===== config.mk =====
export PLATFORM = sky130hd
export DESIGN_NAME = ps2_keyboard_sequencer_flat
export DESIGN_NICKNAME = d
export VERILOG_FILES = /design/src/rtl/ps2_keyboard_sequencer_pkg.sv /design/src/rtl/ps2_keyboard_sequencer_if.sv /design/src/rtl/ps2_scancode_decoder.sv /design/src/rtl/ps2_keyboard_sequencer.sv /design/src/flat_wrapper.sv
export SDC_FILE = /design/constraint.sdc
export NUM_CORES = 1
export LEC_CHECK = 0
export CAP_MARGIN = 25
export CORE_UTILIZATION = 45
export DETAILED_ROUTE_END_ITERATION = 12
export PLACE_DENSITY_LB_ADDON = 0.05
export REMOVE_ABC_BUFFERS = 1
export SYNTH_ARGS = -nofsm -noshare
export SYNTH_HDL_FRONTEND = slang
export SYNTH_SLANG_ARGS = --single-unit

===== constraint.sdc =====
create_clock -name CLOCK_50 -period 2.7 [get_ports CLOCK_50]
set_input_delay 0.405 -clock CLOCK_50 [delete_from_list [all_inputs] [get_ports CLOCK_50]]
set_output_delay 0.405 -clock CLOCK_50 [all_outputs]
set_load 0.05 [all_outputs]

===== src/rtl/ps2_keyboard_sequencer_pkg.sv =====
// Shared constants and state encoding for the PS/2 keyboard sequencer.
// Imported by the sequencer top and the scancode decoder.
package ps2_pkg;

  localparam logic [7:0] CMD_RESET    = 8'hFF;
  localparam logic [7:0] CMD_SET_LEDS = 8'hED;
  localparam logic [7:0] RSP_ACK      = 8'hFA;
  localparam logic [7:0] RSP_RESEND   = 8'hFE;
  localparam logic [7:0] RSP_BAT_OK   = 8'hAA;
  localparam logic [7:0] RSP_BAT_FAIL = 8'hFC;
  localparam logic [7:0] PFX_EXT      = 8'hE0;
  localparam logic [7:0] PFX_BREAK    = 8'hF0;

  typedef enum logic [3:0] {
    INIT_CMD,
    INIT_SENT,
    INIT_ACK,
    INIT_BAT,
    IDLE,
    LED_CMD,
    LED_CMD_SENT,
    LED_CMD_ACK,
    LED_ARG,
    LED_ARG_SENT,
    LED_ARG_ACK
  } state_t;

  function automatic logic is_rsp(logic [7:0] b);
    return (b == RSP_ACK) || (b == RSP_RESEND) ||
           (b == RSP_BAT_OK);
  endfunction

endpackage


===== src/rtl/ps2_keyboard_sequencer_if.sv =====
// Bundle between the sequencer, PS2_Controller and the game logic.
// master = sequencer side, slave = controller/game side.
interface ps2_keyboard_sequencer_if;

  logic [7:0] the_command;
  logic       send_command;
  logic       command_was_sent;
  logic       error_communication_timed_out;
  logic [7:0] received_data;
  logic       received_data_en;
  logic       led_req;
  logic [2:0] led_mask;
  logic       key_valid;
  logic [7:0] key_code;
  logic       key_extended;
  logic       key_released;
  logic       init_done;
  logic       init_error;
  logic       busy;

  modport master (
    output the_command, send_command,
    output key_valid, key_code,
    output key_extended, key_released,
    output init_done, init_error, busy,
    input  command_was_sent,
    input  error_communication_timed_out,
    input  received_data, received_data_en,
    input  led_req, led_mask
  );

  modport slave (
    input  the_command, send_command,
    input  key_valid, key_code,
    input  key_extended, key_released,
    input  init_done, init_error, busy,
    output command_was_sent,
    output error_communication_timed_out,
    output received_data, received_data_en,
    output led_req, led_mask
  );

endinterface


===== src/rtl/ps2_scancode_decoder.sv =====
// Folds E0/F0 prefixes into single-cycle key events.
// Prefix state is dropped whenever the decoder is disabled.
module ps2_scancode_decoder (
  input  logic       clk_i,
  input  logic       rst_i,
  input  logic       en_i,
  input  logic [7:0] data_i,
  input  logic       data_en_i,
  output logic       key_valid_o,
  output logic [7:0] key_code_o,
  output logic       key_ext_o,
  output logic       key_rel_o
);
  import ps2_pkg::*;

  logic       ext_q, ext_d;
  logic       brk_q, brk_d;
  logic       vld_q, vld_d;
  logic [7:0] code_q, code_d;
  logic       kext_q, kext_d;
  logic       krel_q, krel_d;

  always_ff @(posedge clk_i) begin
    if (rst_i) begin
      ext_q  <= 1'b0;
      brk_q  <= 1'b0;
      vld_q  <= 1'b0;
      code_q <= '0;
      kext_q <= 1'b0;
      krel_q <= 1'b0;
    end else begin
      ext_q  <= ext_d;
      brk_q  <= brk_d;
      vld_q  <= vld_d;
      code_q <= code_d;
      kext_q <= kext_d;
      krel_q <= krel_d;
    end
  end

  always_comb begin
    ext_d  = ext_q;
    brk_d  = brk_q;
    vld_d  = 1'b0;
    code_d = code_q;
    kext_d = kext_q;
    krel_d = krel_q;
    if (!en_i) begin
      ext_d = 1'b0;
      brk_d = 1'b0;
    end else if (data_en_i) begin
      unique case (1'b1)
        (data_i == PFX_EXT):   ext_d = 1'b1;
        (data_i == PFX_BREAK): brk_d = 1'b1;
        is_rsp(data_i):        ;
        default: begin
          vld_d  = 1'b1;
          code_d = data_i;
          kext_d = ext_q;
          krel_d = brk_q;
          ext_d  = 1'b0;
          brk_d  = 1'b0;
        end
      endcase
    end
  end

  assign key_valid_o = vld_q;
  assign key_code_o  = code_q;
  assign key_ext_o   = kext_q;
  assign key_rel_o   = krel_q;

endmodule


===== src/rtl/ps2_keyboard_sequencer.sv =====
// Keyboard init / LED command sequencer with retry and timeout,
// decoding scancodes into key events while idle.
module ps2_keyboard_sequencer #(
  parameter int TIMEOUT_CYCLES = 50_000_000,
  parameter int RETRY_MAX      = 3
) (
  input  logic CLOCK_50,
  input  logic reset,
  ps2_keyboard_sequencer_if.master bus
);
  import ps2_pkg::*;

  localparam int TW = $clog2(TIMEOUT_CYCLES + 1);
  localparam int RW = $clog2(RETRY_MAX + 1);

  state_t          state_q, state_d, tgt;
  logic [TW-1:0]   cnt_q, cnt_d;
  logic [RW-1:0]   rty_q, rty_d;
  logic [7:0]      cmd_q, cmd_d;
  logic            send_q, send_d;
  logic            done_q, done_d;
  logic            err_q, err_d;
  logic            pend_q, pend_d;
  logic [2:0]      pmask_q, pmask_d;
  logic [2:0]      arg_q, arg_d;
  logic            waiting, led_st, tmo, do_rty;
  logic            rx, rx_ack, rx_rsnd, sent, terr;

  assign rx      = bus.received_data_en;
  assign rx_ack  = rx && (bus.received_data == RSP_ACK);
  assign rx_rsnd = rx && (bus.received_data == RSP_RESEND);
  assign sent    = bus.command_was_sent;
  assign terr    = bus.error_communication_timed_out;

  assign waiting = state_q inside {INIT_SENT, INIT_ACK,
    INIT_BAT, LED_CMD_SENT, LED_CMD_ACK,
    LED_ARG_SENT, LED_ARG_ACK};
  assign led_st = state_q inside {LED_CMD, LED_CMD_SENT,
    LED_CMD_ACK, LED_ARG, LED_ARG_SENT, LED_ARG_ACK};
  assign tmo = waiting &&
    (cnt_q == TW'(TIMEOUT_CYCLES - 1));

  always_ff @(posedge CLOCK_50) begin
    if (reset) begin
      state_q <= INIT_CMD;
      cnt_q   <= '0;
      rty_q   <= '0;
      cmd_q   <= '0;
      send_q  <= 1'b0;
      done_q  <= 1'b0;
      err_q   <= 1'b0;
      pend_q  <= 1'b0;
      pmask_q <= '0;
      arg_q   <= '0;
    end else begin
      state_q <= state_d;
      cnt_q   <= cnt_d;
      rty_q   <= rty_d;
      cmd_q   <= cmd_d;
      send_q  <= send_d;
      done_q  <= done_d;
      err_q   <= err_d;
      pend_q  <= pend_d;
      pmask_q <= pmask_d;
      arg_q   <= arg_d;
    end
  end

  always_comb begin
    state_d = state_q;
    tgt     = INIT_CMD;
    rty_d   = rty_q;
    cmd_d   = cmd_q;
    send_d  = 1'b0;
    done_d  = done_q;
    err_d   = err_q;
    pend_d  = pend_q;
    pmask_d = pmask_q;
    arg_d   = arg_q;
    do_rty  = 1'b0;
    if (bus.led_req) begin
      pmask_d = bus.led_mask;
      pend_d  = 1'b1;
    end
    unique case (state_q)
      INIT_CMD: begin
        cmd_d   = CMD_RESET;
        send_d  = 1'b1;
        state_d = INIT_SENT;
      end
      INIT_SENT: begin
        if (sent) state_d = INIT_ACK;
        else if (terr || tmo) do_rty = 1'b1;
      end
      INIT_ACK: begin
        if (rx_ack) begin
          state_d = INIT_BAT;
          rty_d   = '0;
        end else if (rx_rsnd || tmo) do_rty = 1'b1;
      end
      INIT_BAT: begin
        if (rx && bus.received_data == RSP_BAT_OK) begin
          done_d  = 1'b1;
          state_d = IDLE;
        end else if (rx &&
                     bus.received_data == RSP_BAT_FAIL) begin
          err_d   = 1'b1;
          state_d = IDLE;
        end else if (tmo) do_rty = 1'b1;
      end
      IDLE: begin
        // A byte being decoded this cycle defers the LED request.
        if (!rx && (bus.led_req || pend_q)) begin
          state_d = LED_CMD;
          pend_d  = 1'b0;
          arg_d   = bus.led_req ? bus.led_mask : pmask_q;
        end
      end
      LED_CMD: begin
        cmd_d   = CMD_SET_LEDS;
        send_d  = 1'b1;
        state_d = LED_CMD_SENT;
      end
      LED_CMD_SENT: begin
        tgt = LED_CMD;
        if (sent) state_d = LED_CMD_ACK;
        else if (terr || tmo) do_rty = 1'b1;
      end
      LED_CMD_ACK: begin
        tgt = LED_CMD;
        if (rx_ack) begin
          state_d = LED_ARG;
          rty_d   = '0;
        end else if (rx_rsnd || tmo) do_rty = 1'b1;
      end
      LED_ARG: begin
        cmd_d   = {5'b0, arg_q};
        send_d  = 1'b1;
        state_d = LED_ARG_SENT;
      end
      LED_ARG_SENT: begin
        tgt = LED_ARG;
        if (sent) state_d = LED_ARG_ACK;
        else if (terr || tmo) do_rty = 1'b1;
      end
      LED_ARG_ACK: begin
        tgt = LED_ARG;
        if (rx_ack) begin
          state_d = IDLE;
          rty_d   = '0;
        end else if (rx_rsnd || tmo) do_rty = 1'b1;
      end
      default: state_d = INIT_CMD;
    endcase
    if (do_rty) begin
      if (rty_q < RW'(RETRY_MAX)) begin
        rty_d   = rty_q + RW'(1);
        state_d = tgt;
      end else begin
        // Give up: fresh retry budget for the next command.
        err_d   = 1'b1;
        rty_d   = '0;
        state_d = IDLE;
        if (led_st) pend_d = 1'b0;
      end
    end
  end

  assign cnt_d = (waiting && state_d == state_q) ?
                 cnt_q + TW'(1) : '0;

  ps2_scancode_decoder u_dec (
    .clk_i       (CLOCK_50),
    .rst_i       (reset),
    .en_i        (state_q == IDLE),
    .data_i      (bus.received_data),
    .data_en_i   (bus.received_data_en),
    .key_valid_o (bus.key_valid),
    .key_code_o  (bus.key_code),
    .key_ext_o   (bus.key_extended),
    .key_rel_o   (bus.key_released)
  );

  assign bus.the_command  = cmd_q;
  assign bus.send_command = send_q;
  assign bus.init_done    = done_q;
  assign bus.init_error   = err_q;
  assign bus.busy         = (state_q != IDLE);

endmodule

===== src/flat_wrapper.sv =====
// flat-port wrapper written by rule: the top's interface ports become plain ports
module ps2_keyboard_sequencer_flat import ps2_pkg::*;
#(
  parameter int TIMEOUT_CYCLES = 50_000_000,
  parameter int RETRY_MAX      = 3
)
  (CLOCK_50, reset, bus_the_command, bus_send_command, bus_key_valid, bus_key_code, bus_key_extended, bus_key_released, bus_init_done, bus_init_error, bus_busy, bus_command_was_sent, bus_error_communication_timed_out, bus_received_data, bus_received_data_en, bus_led_req, bus_led_mask);
  ps2_keyboard_sequencer_if bus_i ();
  input  logic CLOCK_50;
  input  logic reset;
  output wire logic [$bits(bus_i.the_command)-1:0] bus_the_command;
  output wire logic [$bits(bus_i.send_command)-1:0] bus_send_command;
  output wire logic [$bits(bus_i.key_valid)-1:0] bus_key_valid;
  output wire logic [$bits(bus_i.key_code)-1:0] bus_key_code;
  output wire logic [$bits(bus_i.key_extended)-1:0] bus_key_extended;
  output wire logic [$bits(bus_i.key_released)-1:0] bus_key_released;
  output wire logic [$bits(bus_i.init_done)-1:0] bus_init_done;
  output wire logic [$bits(bus_i.init_error)-1:0] bus_init_error;
  output wire logic [$bits(bus_i.busy)-1:0] bus_busy;
  input wire logic [$bits(bus_i.command_was_sent)-1:0] bus_command_was_sent;
  input wire logic [$bits(bus_i.error_communication_timed_out)-1:0] bus_error_communication_timed_out;
  input wire logic [$bits(bus_i.received_data)-1:0] bus_received_data;
  input wire logic [$bits(bus_i.received_data_en)-1:0] bus_received_data_en;
  input wire logic [$bits(bus_i.led_req)-1:0] bus_led_req;
  input wire logic [$bits(bus_i.led_mask)-1:0] bus_led_mask;
  assign bus_the_command = bus_i.the_command;
  assign bus_send_command = bus_i.send_command;
  assign bus_key_valid = bus_i.key_valid;
  assign bus_key_code = bus_i.key_code;
  assign bus_key_extended = bus_i.key_extended;
  assign bus_key_released = bus_i.key_released;
  assign bus_init_done = bus_i.init_done;
  assign bus_init_error = bus_i.init_error;
  assign bus_busy = bus_i.busy;
  assign bus_i.command_was_sent = bus_command_was_sent;
  assign bus_i.error_communication_timed_out = bus_error_communication_timed_out;
  assign bus_i.received_data = bus_received_data;
  assign bus_i.received_data_en = bus_received_data_en;
  assign bus_i.led_req = bus_led_req;
  assign bus_i.led_mask = bus_led_mask;
  ps2_keyboard_sequencer #(.TIMEOUT_CYCLES(TIMEOUT_CYCLES), .RETRY_MAX(RETRY_MAX)) u_core (.CLOCK_50(CLOCK_50), .reset(reset), .bus(bus_i));
endmodule

# After elaboration in Yosys (flattened, before gate mapping)
# Index checks and enable logic that the tools add are counted.
# op_classes
addsub,2
order_cmp,1
eq_ne,19
mux,42
bitwise_logic,6
reduce_logical,36
# op_table
operator,count
$eq A8 B8 Y1 const B,6
$mux W4,11
$pmux W4 S11,1
$add A26 B1 Y26 const B,1
$eq A26 B26 Y1 const B,1
$pmux W8 S3,1
$mux W1,20
$eq A4 B3 Y1 const B,4
$reduce_or A3 Y1,5
$eq A4 B4 Y1 const B,3
$reduce_or A2 Y1,6
$reduce_and A2 Y1,5
$eq A4 B2 Y1 const B,2
$mux W2,4
$pmux W4 S2,1
$logic_and A1 B1 Y1,7
$reduce_bool A7 Y1,1
$not A1 Y1,6
$reduce_bool A6 Y1,1
$logic_or A1 B1 Y1,5
$eq A4 B1 Y1 const B,1
$eq A4 B4 Y1,1
$logic_not A4 Y1,1
$ne A4 B3 Y1 const B,1
other kinds (9),11
# totals
regBits,63
input_bits,17
out_inout_bits,23
word_cells,122

# Longest topological paths before layout
# logic_depth
word_depth,12
depth_mapped,10
ltp_nobuf,8

# Hierarchy
# Synthesis repeated with hierarchy kept, for this count alone.
# hier_totals
hier_cells,363
hier_area_um2,3093.0
# by_module_without_submodules
module,instances,cells_each,area_each_um2,seq_area_each_um2
ps2_keyboard_sequencer,1,290,2407.3,940.9
ps2_scancode_decoder,1,73,685.7,260.2

# Least setup slack after synthesis
# OpenSTA, ideal clock, no wires.
# synth_path
kind,register -> register
startpoint,register u_core.state_q[1]
endpoint,register u_core.cnt_q[15]
setup_ps,73
arrival_ps,2291
required_ps,2627
setup_slack_ps,336
stages_incl_launch_ff,9
n_path_buf,1
period_less_slack_ps,2364
cell_sequence,dfxtp_1 -> nor2_1 -> nand3_2 -> nor3_1 -> nand4bb_1 -> o221a_2 -> nand2_1 -> buf_2 -> nor3_2
# synth_between
elab_chain_cells,12
elab_cells_between_ends,44
cone_classes,eq/ne (11); mux (21); bitwise (1); reduce/logical (11)
# synth_lines
element,line,source
start: declaration,ps2_keyboard_sequencer.sv:16,"state_t state_q, state_d, tgt;"
start signal: assignment,ps2_keyboard_sequencer.sv:56,state_q <= state_d;
$eq A4 B1 Y1 (tied with other cells),"ps2_keyboard_sequencer.sv:35, ps2_keyboard_sequencer.sv:85",
$reduce_bool A7 Y1,ps2_keyboard_sequencer.sv:35,"assign waiting = state_q inside {INIT_SENT, INIT_ACK,"
$logic_and A1 B1 Y1,ps2_keyboard_sequencer.sv:40,assign tmo = waiting &&
$mux W1 (tied with other cells),ps2_keyboard_sequencer.sv:109,end else if (tmo) do_rty = 1'b1;
"$mux W1, on equally long branches",-,
"$mux W1, on equally long branches","ps2_keyboard_sequencer.sv:102, ps2_keyboard_sequencer.sv:96, ps2_keyboard_sequencer.sv:126",
$pmux W1 S3,ps2_keyboard_sequencer.sv:85,unique case (state_q)
$mux W4,ps2_keyboard_sequencer.sv:155,if (do_rty) begin
$eq A4 B4 Y1,ps2_keyboard_sequencer.sv:169,assign cnt_d = (waiting && state_d == state_q) ?
$logic_and A1 B1 Y1 (*),ps2_keyboard_sequencer.sv:169,
$not A1 Y1 (no source line) (*),-,
$reduce_or A2 Y1 (no source line) (*),-,
end signal: assignment,ps2_keyboard_sequencer.sv:57,cnt_q <= cnt_d;
end: declaration,ps2_keyboard_sequencer.sv:17,"logic [TW-1:0] cnt_q, cnt_d;"
# Mark *: on every way between the ends. The rest lies on a longest branch, timed or not.
# A chain may end at the register's enable or synchronous reset.

# Worst setup path after layout
# layout_path
startpoint,input bus_received_data[1]
endpoint,register u_core.cnt_q[4]
# layout_between
elab_chain_cells,11
elab_cells_between_ends,25
cone_classes,eq/ne (5); mux (12); bitwise (1); reduce/logical (7)
# layout_lines
element,line,source
start: declaration,flat_wrapper.sv:22,input wire logic [$bits(bus_i.received_data)-1:0] bus_received_data;
$eq A8 B8 Y1,ps2_keyboard_sequencer.sv:31,assign rx_rsnd = rx && (bus.received_data == RSP_RESEND);
$logic_and A1 B1 Y1,ps2_keyboard_sequencer.sv:31,
$logic_or A1 B1 Y1,"ps2_keyboard_sequencer.sv:99, ps2_keyboard_sequencer.sv:134, ps2_keyboard_sequencer.sv:151",
$mux W1,"ps2_keyboard_sequencer.sv:99, ps2_keyboard_sequencer.sv:134, ps2_keyboard_sequencer.sv:151",
$mux W1,ps2_keyboard_sequencer.sv:96,if (rx_ack) begin
$pmux W1 S3,ps2_keyboard_sequencer.sv:85,
$mux W4 (*),ps2_keyboard_sequencer.sv:155,
$eq A4 B4 Y1 (*),ps2_keyboard_sequencer.sv:169,
$logic_and A1 B1 Y1 (*),ps2_keyboard_sequencer.sv:169,
$not A1 Y1 (no source line) (*),-,
$reduce_or A2 Y1 (no source line) (*),-,
# Marked as above.

==> qor.yml <==
outcome: "finished clean"
grt_first_pass_wirelength_um: 11800
antenna_left: 0
ys_async_sr_fraction_pct: 0
cts_buffers: 9
final_nets: 429
synth_top_flop_cell: "dfxtp_1"
cts_setup_buffers: 0
gr-total-overflow: 0
wire_per_inst_um: 14.1
final_cell_area_um2: 3970
initial_core_util_pct: 47.7
cts_tree: "built"
pwr-share-comb_pct: 36.7
postCtsHoldBufs: 0
seq_area_frac_synth_pct: 38.6
grt_pass1_vias: 2560
yosysTopAreaCell: "dfxtp_1"
drt_pass1_iterations: 4
p_switching_w: 0.00117
antenna_cells: 0
cp-end-kind: "flop"
clk_pin_slew_ps: 70
post_cts_resize_count: 0
vias: 2670
synth_cells: 353
place_ws_ps: -172
dieWidth_um: 85.2
period_share_pct: 93.3
grt_max_degree: 34
antenna_found_initial: 0
utilization_pct: 60.8
drc: 0
worstPathMaxFanout: 26
fp-row-count: 29
htreeDepth: 3
cp-start-kind: "primary input"
synth_seq_cells: 60
drive_above_1_share_pct: 17.8
ir_worst_vdd_uv: 595
syn_avg_cell_area_um2: 8.83
maxSlewViolCount: 0
ios: 40
synth_area_leaders: "dfxtp_1 (39%), nor2_1 (6.4%), nor3_2 (6.1%)"
area_growth_pct: 27.5
dpl.hpwl_um: 4870
max_slew_margin_pct: 65.7
rsz0062_at_grt: "false"
cap_violations: 0
yosys.cell_types.count: 57
crit_type: "primary input to flop"
placed_area_um2: 3720
pwr-share-seq_pct: 31.6
worstSkewPairLatency_ps: 340
cts_root_buf: "clkbuf_8"
power.leakage_nw: 1.38
io_buffers: 39
synth_edf_count: 0
grtUsageTotal_pct: 20.6
synth_area_um2: 3120
min_path_type: "flop to flop"
required_ps: 2970
max_slew.worst_pin.slew_ps: 513
critPathArrivalTime_ps: 2780
hold_violations: 0
die_area_um2: 7260
core-area_um2: 6530
cpPeakStageDelay_ps: 590
place_congestion: 0.892
power_frac_clock_pct: 31.7
crit_path_cell_trace: "clkdlybuf4s50_1 -> nor4b_4 -> o211ai_2 -> and2_1 -> a2111o_1 -> a21oi_2 -> o221ai_4 -> buf_12 -> nor3_1"
yosys_warnings: 0
critPathSlowestCell: "clkdlybuf4s50_1"
p_int_w: 0.00205
p_per_area_nw_per_um2: 811
die_h_um: 85.2
swShare_pct: 36.3
clock.fmax_mhz: 397
ff_latch_area_um2: 1200
cts_sinks: 60
wl_um: 6950
fin_skew_ps: 8.44
min_period_ps: 2520
multiInputGateArea_um2: 1770
synth_top_area_share_pct: 38.6
finalSetupViolCount: 0
vias_per_cell: 5.43
cts_buffer_depth: 2
drt_first_iter_violations: 134
layout_setup_ws_ps: 181
fill_cells: 574
-- layer usage --
metal | track usage, % | routed length, um
met5 | 0 | 0
met4 | 8.47 | 139
met3 | 5.84 | 318
met2 | 33.9 | 3250
met1 | 25.4 | 3240
-- power groups by stage --
stage / Clock (W) / Combinational (W) / Sequential [W]
2_1_floorplan: 0 / 0.000539 / 0.00122
3_3_place_gp: 0 / 0.00117 / 0.00104
3_5_place_dp: 0 / 0.00119 / 0.00103
4_1_cts: 0.00105 / 0.00119 / 0.00102
5_1_grt: 0.00109 / 0.00126 / 0.00103
6_report: 0.00102 / 0.00118 / 0.00102
-- registers in the layout (all words and copies together), names as in the netlist --
name and flops:
u_core.rty_q 2, u_core.pmask_q 3, u_core.u_dec.key_rel_o 1, u_core.bus.the_command 5
u_core.u_dec.key_valid_o 1, u_core.u_dec.brk_q 1, u_core.bus.init_error 1, u_core.arg_q 3
u_core.u_dec.key_ext_o 1, u_core.u_dec.ext_q 1, u_core.bus.send_command 1, u_core.u_dec.key_code_o 8
u_core.pend_q 1, u_core.bus.init_done 1, u_core.state_q 4, u_core.cnt_q 26
-- path summary, 6_finish.rpt --
path / start / to / slack [ps] / cells past startpoint
worst min-delay path: u_core.cnt_q[0]$_SDFF_PP0_ / u_core.cnt_q[0]$_SDFF_PP0_ / 470 / 1
worst min register to register: u_core.cnt_q[0]$_SDFF_PP0_ / u_core.cnt_q[0]$_SDFF_PP0_ / 470 / 1
worst max-delay path: bus_received_data[1] / u_core.cnt_q[4]$_SDFF_PP0_ / 180 / 9
worst max register to register: u_core.cnt_q[10]$_SDFF_PP0_ / u_core.cnt_q[4]$_SDFF_PP0_ / 200 / 8
-- metrics by stage --
| step | power [W] | instances | hold slack (ps) | setup TNS, ps |
|---|---|---|---|---|
| 3_5_place_dp | 0.00222 | 476 | 458 | -3690 |
| 6_report | 0.00322 | 492 | 467 | 0 |
| 4_1_cts | 0.00325 | 492 | 473 | 0 |
| 3_3_place_gp | 0.00221 | 476 | 456 | -1400 |
| 2_1_floorplan | 0.00176 | 332 | 434 | -5040 |
| 5_1_grt | 0.00338 | 492 | 496 | 0 |
-- cell type report --
cell class	count	share of cell area [%]
Tap cell	77	2.43
Clock buffer	12	3.91
Timing Repair Buffer	67	15.8
Multi-Input combinational cell	265	44.5
Clock inverter	4	2.39
Inverter	7	0.662
Sequential cell	60	30.2
-- placed cells by master, fill, tap and decap left out, types with 3 or more instances in the layout --
cell,synthesis,routed
a211oi_1,8,8
a21oi_1,13,13
a31oi_1,4,4
a41oi_1,3,3
and2_1,4,4
and4_1,4,4
buf_4,5,26
bufinv_16,0,3
clkbuf_8,0,11
clkdlybuf4s50_1,0,38
dfxtp_1,60,60
inv_1,7,7
mux2i_1,14,14
nand2_1,28,28
nand2b_1,3,3
nand3_1,11,11
nand4_1,7,7
nor2_1,53,53
nor3_1,16,16
nor3_2,19,19
nor4_1,4,4
o21ai_0,8,8
xnor2_1,9,9
xor2_1,16,16
-- synthesized netlist by cell type, drive strengths merged (3+ instances only) --
cell type	count
nand2	28
a41oi	3
nand4	7
o21ai	9
nand2b	3
a31oi	4
a211oi	8
mux2i	15
nand3	12
and2	4
dfxtp	60
nor3	35
and4	4
xnor2	9
nor2	54
a21oi	14
xor2	16
clkbuf	8
inv	7
buf	13
nor4	5
-- worst max-delay path: cells and delay by family --
| family | cells | cell delay, ps |
|---|---|---|
| buffers and inverters | 2 | 790 |
| AO/OA/AOI/OAI | 4 | 900 |
| AND/OR/NAND/NOR | 3 | 680 |
-- cell families after synthesis --
| group | after synthesis | synth area share [%] |
|---|---|---|
| compound gates | 52 | 12.7 |
| xor+xnor | 25 | 7.03 |
| fa+ha+maj | 2 | 0.803 |
| buf+inv | 28 | 4.66 |
| flops | 60 | 38.6 |
| mux | 15 | 4.94 |
| simple gates | 171 | 31.4 |
Power figures use the tool's default switching activity.
==> edit 1 (config.mk and constraints unchanged) <==
`TIMEOUT_CYCLES` is set to 50_000_000 in 2 places; all go to 12_500_000.
--- a/src/rtl/ps2_keyboard_sequencer.sv
+++ b/src/rtl/ps2_keyboard_sequencer.sv
@@ -3,3 +3,3 @@
 module ps2_keyboard_sequencer #(
-  parameter int TIMEOUT_CYCLES = 50_000_000,
+  parameter int TIMEOUT_CYCLES = 12_500_000,
   parameter int RETRY_MAX      = 3
--- a/src/flat_wrapper.sv
+++ b/src/flat_wrapper.sv
@@ -3,3 +3,3 @@
 #(
-  parameter int TIMEOUT_CYCLES = 50_000_000,
+  parameter int TIMEOUT_CYCLES = 12_500_000,
   parameter int RETRY_MAX      = 3
Formal check against the unedited RTL: no difference found for any inputs over 10 cycles, from zero or initial values and one cycle with reset high; that may be too few to reach the edited logic, so the function may still have changed.
==> edit 1 against the original RTL <==
  * Worst setup slack better by 68 ps
  * Area after synthesis is 4.9% higher
  * Largest cell class unchanged
  * Routed wire length rose by 4.5%
  * Power rose by 9.6%
  * Non-clock buffer count stayed put
  * Count of clock-buffer cells in the layout down 3
  * Maximum frequency grew 2.8%
  * Sequential cell count is 2 lower
  * Critical path depth unchanged
  * Cell area up 2.9%
  * Sequential share of layout area decreased by 1.8 points
  * Clock skew up 3.3 ps
==> edit 1: results (changes against the original RTL) <==
Distinct cells, synth 64 (was 57); global-route wire length before repair 12500 um (was 11800 um); Synth Area in Compound Gates 0.113 (was 0.127); switching power total 1.50 mW (was 1.17 mW); pin slew with the least headroom to its limit 529 ps (was 513 ps); largest cells by area after synthesis dfxtp_1, nor4_2, nor2_1 (was dfxtp_1, nor2_1, nor3_2); largest fanout on the critical path 24 (was 26); multi-input gate share of total cell area 0.464 (was 0.445); post-synthesis sequential area ratio 0.355 (was 0.386); fill cell count 648 (was 574); met1 Use GR 0.251 (was 0.254); wire per inst 14.1 um (about the same); flop-to-flop setup slack 250 ps (was 200 ps); RD Place Congestion 0.898 (was 0.892); Critical Path Start bus_received_data[7] (was bus_received_data[1]); RR Startpoint u_core.state_q[2]$_SDFF_PP0_ (was u_core.cnt_q[10]$_SDFF_PP0_); Total GRT Usage 0.213 (was 0.206); Non-Filler Instances 513 (was 492); GR Layer Usage met2 0.365 (was 0.339); Placed Instances 497 (was 476); Synth Area in Adders 0.00765 (was 0.00803); First DRT Iteration DRCs 214 (was 134); Non-clock inverters 9 (was 7); dpl ws -92.8 ps (was -172 ps); XOR/XNOR Fraction of Synth Area 0.0643 (was 0.0703); num tapcells 96 (was 77); met3 routed WL 290 um (was 318 um); VDD IR-drop max 0.425 mV (was 0.595 mV); multi-input gates 267 (was 265); status completed (unchanged); commonest cells in the netlist dfxtp_1, nor2_1, nand2_1, xnor2_1, nor4_2 (was dfxtp_1, nor2_1, nand2_1, nor3_2); reg-to-reg endpoint u_core.cnt_q[21]$_SDFF_PP0_ (was u_core.cnt_q[4]$_SDFF_PP0_); mux contribution to synthesized area 0.0398 (was 0.0494); M3 GR Usage 0.0408 (was 0.0584); Util after Layout 0.592 (was 0.608); Fin Hold WS 474 ps (was 467 ps); placed cell area 3860 um^2 (was 3720 um^2); clk sink count 58 (was 60); sequential power share 0.276 (was 0.316); max FFs per register 24 (was 26); P per Cell Area 864 nW/um^2 (was 811 nW/um^2); WL met1 3170 um (was 3240 um); Via Count 2770 (was 2670); met2 wire len 3590 um (was 3250 um); postcts setup bufs 0 (unchanged)
-- edit 1: cell types whose count changed in the layout (fill, tap and decap cells not counted), sizes merged, moves of 4 or more --
cell,unedited run,this run
nor3,35,19
nand2,28,21
xnor2,9,20
xor2,16,4
or3,1,7
a21oi,14,9
nor4,5,30
inv,7,11
-- edit 1: worst max-delay path: stages --
cell and delay (ps):
clkdlybuf4s50_1 580, nand4_4 180, o31ai_1 290, o2bb2ai_1 100
a2111o_1 450, xnor2_1 190, nand2_2 90, buf_12 170
nor4_1 230
-- edit 1: how the worst max path moves through the flow --
stage                                              to  slack, ps  cells after the start
after floorplan            u_core.cnt_q[1]$_SDFF_PP0_       -190                      7
after global placement     u_core.cnt_q[1]$_SDFF_PP0_        -60                      9
after detailed placement  u_core.cnt_q[21]$_SDFF_PP0_        -90                      9
after CTS                 u_core.cnt_q[21]$_SDFF_PP0_        130                      8
after global routing       u_core.cnt_q[1]$_SDFF_PP0_         60                      9
final                     u_core.cnt_q[21]$_SDFF_PP0_        250                      9
==> edit 2 (config.mk and constraints unchanged) <==
Without the edit above. Make the reset (`reset` and `rst_i`) asynchronous in 2 clocked blocks.
--- a/src/rtl/ps2_scancode_decoder.sv
+++ b/src/rtl/ps2_scancode_decoder.sv
@@ -22,3 +22,3 @@
 
-  always_ff @(posedge clk_i) begin
+  always_ff @(posedge clk_i or posedge rst_i) begin
     if (rst_i) begin
--- a/src/rtl/ps2_keyboard_sequencer.sv
+++ b/src/rtl/ps2_keyboard_sequencer.sv
@@ -42,3 +42,3 @@
 
-  always_ff @(posedge CLOCK_50) begin
+  always_ff @(posedge CLOCK_50 or posedge reset) begin
     if (reset) begin
Check against the original RTL: differs if reset is asserted again (counterexample within 4 cycles, from zero or initial values and one cycle with reset high); with reset held inactive, the same outputs for 10 cycles.
==> edit 2 against the original RTL <==
  * Cell area rose by 7.8%
  * Final cell count fell by 2.0%
  * Worst setup slack got worse by 94 ps
  * Sequential cell count did not move
  * Routed wire length rose by 4.7%
  * Die area rose by 3.1%
  * Area after synthesis rose by 3.1%
Power is not compared: it rests on default switching activity, and its combinational part moved more than twofold at a synthesized area within 25%.
==> edit 2: results (changes against the original RTL) <==
clk_skew 6.58 ps (was 8.44 ps); RD Place Congestion 0.800 (was 0.892); share of cells above drive strength 1 0.290 (was 0.178); final wirelength 7270 um (was 6950 um); largest cells by area after synthesis dfrtp_1, nor3_2, mux2_2 (was dfxtp_1, nor2_1, nor3_2); Hold/Removal Path Class primary input to flop (was flop to flop); post-synthesis sequential area ratio 0.467 (was 0.386); hold path depth 2 (was 1); First DRT Iteration DRCs 99 (was 134); Total GRT Usage 0.214 (was 0.206); Synth Flop Type dfrtp_1 (was dfxtp_1); status completed (unchanged); largest net degree at the start of global routing 61 (was 34); drt via density 5.20 (was 5.43); dpl hpwl 4740 um (was 4870 um); global-route wire length before repair 12200 um (was 11800 um); Nets 401 (was 429); largest fanout on the critical path 6 (was 26); pin slew with the least headroom to its limit 517 ps (was 513 ps); Distinct cells, synth 56 (was 57); commonest cells in the netlist dfrtp_1, nand2_1, nor2_1, nor3_2, mux2_2 (was dfxtp_1, nor2_1, nand2_1, nor3_2); dpl ws -518 ps (was -172 ps); slowest stage cell, crit path or4_4 (was clkdlybuf4s50_1); vias in the first global route 2543 (was 2560); Slowest Stage Delay on Critical Path 550 ps (was 590 ps); r2r worst-path depth 10 (was 8); asr flop ratio synth 1.00 (was 0)
==> edit 2: cell type report <==
class	count	area share
tap	96	0.0280
inverter	9	0.00789
sequential	60	0.351
clock inverter	4	0.00584
multi-input combinational	221	0.376
clock buffer	11	0.0353
timing repair buffer	81	0.196
==> edit 2: cells by family after synthesis <==
| group | share of synthesized area |
|---|---|
| DFF | 0.467 |
| muxes | 0.0732 |
| buffers and inverters | 0.0510 |
| AOI/OAI and AO/OA | 0.0942 |
| adders and majority gates | 0.00779 |
| xor gates and xnor gates | 0.0709 |
| and+or+nand+nor | 0.236 |
==> edit 2: path summary, 6_finish.rpt <==
path	from	end	slack [ps]
max	bus_received_data[0]	u_core.cnt_q[6]$_DFF_PP0_	90
min	bus_received_data[4]	u_core.u_dec.key_code_o[4]$_DFFE_PP0P_	420
max reg2reg	u_core.cnt_q[0]$_DFF_PP0_	u_core.cnt_q[6]$_DFF_PP0_	160
min reg2reg	u_core.bus.init_done$_DFFE_PP0P_	u_core.bus.init_done$_DFFE_PP0P_	450
max in group asynchronous	reset	u_core.state_q[0]$_DFF_PP0_	1970
min in group asynchronous	reset	u_core.bus.init_error$_DFF_PP0_	430
==> edit 2: worst max-delay path: cells and delay by family <==
family | cells | cell delay, ps
mux | 1 | 180
xor+xnor | 1 | 110
buf+inv | 3 | 660
simple gates | 3 | 840
compound gates | 2 | 690
==> edit 2: report_power, final <==
part	switching [mW]	internal, mW	leakage [nW]
Combinational	1.50	1.33	0.957
Clock	0.356	0.374	0.0872
Sequential	0.135	1.07	0.776
==> edit 2: repair_timing <==
item | in CTS | in global routing
gates cloned | 3 | 0
setup buffers | 3 | 1
gates resized for setup | 18 | 12
pin swaps | 13 | 5
hold buffers | 0 | 0
endpoints found under the setup margin | 26 | 26
==> edit 2: through the flow <==
| stage | instances | instance area, um^2 | power (mW) | util | setup TNS (ps) |
|---|---|---|---|---|---|
| floorplan | 290 | 3080 | 2.52 | - | -11330 |
| global placement | 460 | 3910 | 3.30 | 0.572 | -13990 |
| detailed placement | 460 | 3910 | 3.32 | 0.572 | -14360 |
| CTS | 481 | 4230 | 4.75 | 0.619 | 0 |
| global route | 482 | 4280 | 5.04 | 0.627 | -0.798 |
| finish | 482 | 4280 | 4.76 | 0.627 | 0 |
==> edit 2: routing by layer <==
layer / wire length, um / GRT usage / up-vias
met5: 0 / 0 / -
met4: 180 / 0.102 / 0
met3: 227 / 0.0381 / 17
met2: 3580 / 0.356 / 48
met1: 3290 / 0.271 / 1189
li1: - / - / 1253
